**src/rtl/alu_share_arbiter.sv**
```systemverilog
// alu_share_arbiter: lets two requesters share one combinational ALU.
// One operation is in flight at a time. The operands are registered toward
// the ALU, the result is captured one cycle later, and the response is held
// until the consumer takes it. Ties go to the requester that did not win
// the previous grant.
//
// state | meaning
// IDLE  | ready to grant; reqN_ready follows the arbitration rule
// EXEC  | operands are on alu_*; alu_result is captured at the end of this cycle
// RESP  | rsp_valid held with a stable id and result until rsp_ready
module alu_share_arbiter #(
    parameter int WIDTH = 32
) (
    input  logic             clk,
    input  logic             reset,

    input  logic             req0_valid,
    output logic             req0_ready,
    input  logic [3:0]       req0_op,
    input  logic [WIDTH-1:0] req0_a,
    input  logic [WIDTH-1:0] req0_b,

    input  logic             req1_valid,
    output logic             req1_ready,
    input  logic [3:0]       req1_op,
    input  logic [WIDTH-1:0] req1_a,
    input  logic [WIDTH-1:0] req1_b,

    output logic [3:0]       alu_op,
    output logic [WIDTH-1:0] alu_a,
    output logic [WIDTH-1:0] alu_b,
    input  logic [WIDTH-1:0] alu_result,

    output logic             rsp_valid,
    input  logic             rsp_ready,
    output logic             rsp_id,
    output logic [WIDTH-1:0] rsp_result
);

    typedef enum logic [1:0] {
        IDLE = 2'd0,
        EXEC = 2'd1,
        RESP = 2'd2
    } state_t;

    state_t state;
    logic   last_grant;
    logic   grant0;
    logic   grant1;

    // Arbitration: a lone requester wins; on a tie the one that lost last time wins.
    always_comb begin
        grant0 = req0_valid && (!req1_valid || last_grant);
        grant1 = req1_valid && (!req0_valid || !last_grant);
    end

    // Ready is offered only while idle, so an accept can never overlap a response.
    assign req0_ready = (state == IDLE) && grant0;
    assign req1_ready = (state == IDLE) && grant1;

    // Sequencer: accept, execute for one cycle, then hold the response.
    always_ff @(posedge clk or negedge reset) begin
        if (!reset) begin
            state      <= IDLE;
            last_grant <= 1'b1;
            alu_op     <= '0;
            alu_a      <= '0;
            alu_b      <= '0;
            rsp_valid  <= 1'b0;
            rsp_id     <= 1'b0;
            rsp_result <= '0;
        end else begin
            case (state)
                IDLE: begin
                    if (grant0) begin
                        alu_op     <= req0_op;
                        alu_a      <= req0_a;
                        alu_b      <= req0_b;
                        rsp_id     <= 1'b0;
                        last_grant <= 1'b0;
                        state      <= EXEC;
                    end else if (grant1) begin
                        alu_op     <= req1_op;
                        alu_a      <= req1_a;
                        alu_b      <= req1_b;
                        rsp_id     <= 1'b1;
                        last_grant <= 1'b1;
                        state      <= EXEC;
                    end
                end
                EXEC: begin
                    rsp_result <= alu_result;
                    rsp_valid  <= 1'b1;
                    state      <= RESP;
                end
                RESP: begin
                    if (rsp_ready) begin
                        rsp_valid <= 1'b0;
                        state     <= IDLE;
                    end
                end
                default: begin
                    rsp_valid <= 1'b0;
                    state     <= IDLE;
                end
            endcase
        end
    end

endmodule

```
**config.mk**
```make
export PLATFORM = sky130hd
export DESIGN_NAME = alu_share_arbiter
export DESIGN_NICKNAME = d
export VERILOG_FILES = /design/src/rtl/alu_share_arbiter.sv
export SDC_FILE = /design/constraint.sdc
export NUM_CORES = 1
export LEC_CHECK = 0
export ABC_AREA = 0
export CAP_MARGIN = 10
export CORE_MARGIN = 1
export CORE_UTILIZATION = 35
export DETAILED_ROUTE_END_ITERATION = 16
export PLACE_DENSITY_LB_ADDON = 0.05
export REMOVE_ABC_BUFFERS = 1
export SLEW_MARGIN = 20
export SYNTH_ARGS = -nofsm -noshare
export SYNTH_HDL_FRONTEND = slang
export SYNTH_SLANG_ARGS = --single-unit
export TNS_END_PERCENT = 30
```
**constraint.sdc**
```tcl
create_clock -name clk -period 3.2 [get_ports clk]
set_input_delay 0.64 -clock clk [delete_from_list [all_inputs] [get_ports clk]]
set_output_delay 0.64 -clock clk [all_outputs]
set_load 0.02 [all_outputs]
```
==> metrics <==
Netlist cell types 22; non-filler cells in the finished layout approximately 910; Final Util around 60%; Post-Place Setup Slack ~520 ps; fin worst setup slack 506.5 ps; Routed Wire Length roughly 17000 µm; CTS tree yes; Main synth FF type dfrtp_1; num ports around 280; outcome complete, no violations; layout cells sized above 1 about a tenth; IO buf count 276; hold buffer count at cts 0; leakage power ~3 nW; register area share after synthesis 54.81%; slew margin rel. a little under half; cells along the critical path clkdlybuf4s50_1 > nand2b_2 > and3_1 > clkdlybuf4s50_1; achievable frequency around 370 MHz; top routing layer used met4; CTS root buf clkbuf_16; TritonCTS Buffers 9; most frequent cells after synthesis 104 x dfrtp_1, 71 x a21oi_1, 69 x a31oi_1, 69 x o21ai_0, 68 x nand3_1; max-slew violations 0; Syn-to-layout area delta 65.51%; first-pass GRT wire length between 20000 and 30000 µm; Reg clk slew, reported paths 70 ps; Setup CP Type in2out; R2R Path Start state[0]; Post-CTS Resized 0; slowest stage delay, CP 610 ps; WP data required 2560 ps; vias per inst 5.514; FP Rows 42; met2 routed WL 8160 µm; CP arrival between 2000 and 2500 ps; Inst Count DP slightly below 900; die area 14170 µm²; syn avg cell area approximately 10 µm²; Die Height between 100 and 150 µm; postcts setup bufs 0; Post-synth EDFFs 0; initial core utilization between 30 and 40%; DRT Pass-1 Iters 5; CTS Buffer Depth 2; Max IR drop VDD roughly 0.57 mV; most frequent CP cell clkdlybuf4s50_1; RR Endpoint alu_b[27]; vias in the first global route slightly below 5000; R2R cell count 4; worst hold path class in2async; dpl hpwl between 10000 and 15000 µm; count of final setup violators 0; Antenna diodes 0; Final Hold Viols 0; Clock Sink Count 105; RSZ-0062 raised after global routing no; clock skew 7.736 ps; Iteration-0 DRC Markers 293; Synth area leaders dfrtp_1 54%, a31oi_1 9.0%, mux2_2 7.5%; largest net degree at the start of global routing 69; DR WL/cell 18.86 µm; H-tree levels 3; Post-Route M1 WL a little under 7000 µm; Die Wd between 100 and 150 µm; Top delay family on crit path buffers and inverters; total gr overflow 0; worst hold slack approximately 170 ps; # Max-Cap Violations 0; reg2reg setup slack approximately 1300 ps; GPL Wtd Cong about 0.80; Remaining DRCs 0; antenna violations before repair 0; Synth top area share between 50% and 60%; via count of the routed design approximately 5000; DR WL met3 roughly 1700 µm; most common cell in the netlist dfrtp_1; synthesized instance count 485; All-Layer GR Usage about a quarter; Crit-path slowest cell clkdlybuf4s50_1; post-layout minimum cycle time around 2700 ps; Core Footprint 13300 µm²; Clk Latency, worst-skew pair 350 ps; highest fanout seen on the critical path 6; cell area after synthesis around 4800 µm²; fraction of registers with async set/reset 100.0%; CP startpoint kind input pin; Yosys warnings 0; Buf+Inv Stages, Crit Path 2; final critical-path share of the clock period a little over four fifths; worst slew pin tran between 700 and 800 ps; setup_tns 0 ps; Final ANT Viol Nets 0; Crit. End Element output pin; Synth area leader dfrtp_1; pwr dens 964.6 nW/µm²; #FFs+latches synth between 100 and 150; Nets 898
-- worst max path at each step --
stage / from / endpoint / slack (ps) / depth (start not counted)
after floorplan: state[0] / alu_a[3] / -1160 / 3
after global placement: req1_valid / req0_ready / 550 / 4
after detailed placement: req1_valid / req0_ready / 520 / 4
after CTS: req1_valid / req0_ready / 510 / 4
after global routing: req1_valid / req0_ready / 450 / 4
final: req1_valid / req0_ready / 510 / 4
-- sequential cells by signal (all words and copies together) (netlist names) --
name        count
last_grant      1
state           2
rsp_result     32
alu_a          32
rsp_id          1
rsp_valid       1
alu_b          32
alu_op          4
-- worst reg2reg max path: cells and delay by family (launching register included) --
family          cells  cell delay, ps
compound gates      1             140
buf+inv             1             300
flops               1             440
simple gates        2             900
-- placed cells by master (no fill, tap or decap), types with 2 or more instances in the layout --
cell / synthesis / final
clkbuf_16: 0 / 9
nand3_1: 68 / 68
buf_4: 0 / 9
mux2_2: 32 / 32
clkdlybuf4s50_1: 0 / 274
clkbuf_8: 0 / 3
a21oi_1: 71 / 71
buf_12: 0 / 3
dfrtp_1: 104 / 104
o21ai_0: 69 / 69
nor2_1: 3 / 2
a31oi_1: 69 / 69
clkinv_2: 0 / 2
-- power breakdown --
group	total, mW	internal (mW)	leakage (nW)	switching, mW
clock network	1.09	0.591	0.145	0.498
registers	2.40	2.02	1.19	0.379
logic	4.17	1.97	1.70	2.20
total	7.66	4.58	3.04	3.07
-- area by class of cell --
| cell class | instances | area, µm² |
|---|---|---|
| Tap cell | 176 | 220.2 |
| Sequential cell | 105 | 2629 |
| Fill cell | 1194 | 5358 |
| Clock inverter | 4 | 26.28 |
| Clock buffer | 12 | 266.5 |
| Multi-Input combinational cell | 321 | 1917 |
| Timing Repair Buffer | 287 | 2875 |
| Inverter | 1 | 3.754 |
-- per-layer routing --
metal	vias up	GRT usage [%]
met5	-	0
met4	0	9.177
met3	22	7.471
met2	240	38.70
met1	2454	29.12
li1	2280	-
-- cell families after synthesis --
| logic type | Yosys count | share of synthesized area, % |
|---|---|---|
| flops | 105 | 54.81 |
| compound gates | 211 | 23.92 |
| buf+inv | 59 | 5.531 |
| mux | 32 | 7.514 |
| simple gates | 78 | 8.219 |
-- through the flow --
step / total power [mW] / instance area, µm²
global placement: 6.542 / 7645
floorplan: 4.474 / 4534
CTS: 7.723 / 7938
detailed placement: 6.617 / 7645
finish: 7.656 / 7938
global route: 8.092 / 7938
Note: power is estimated with default switching activity, not from simulation.
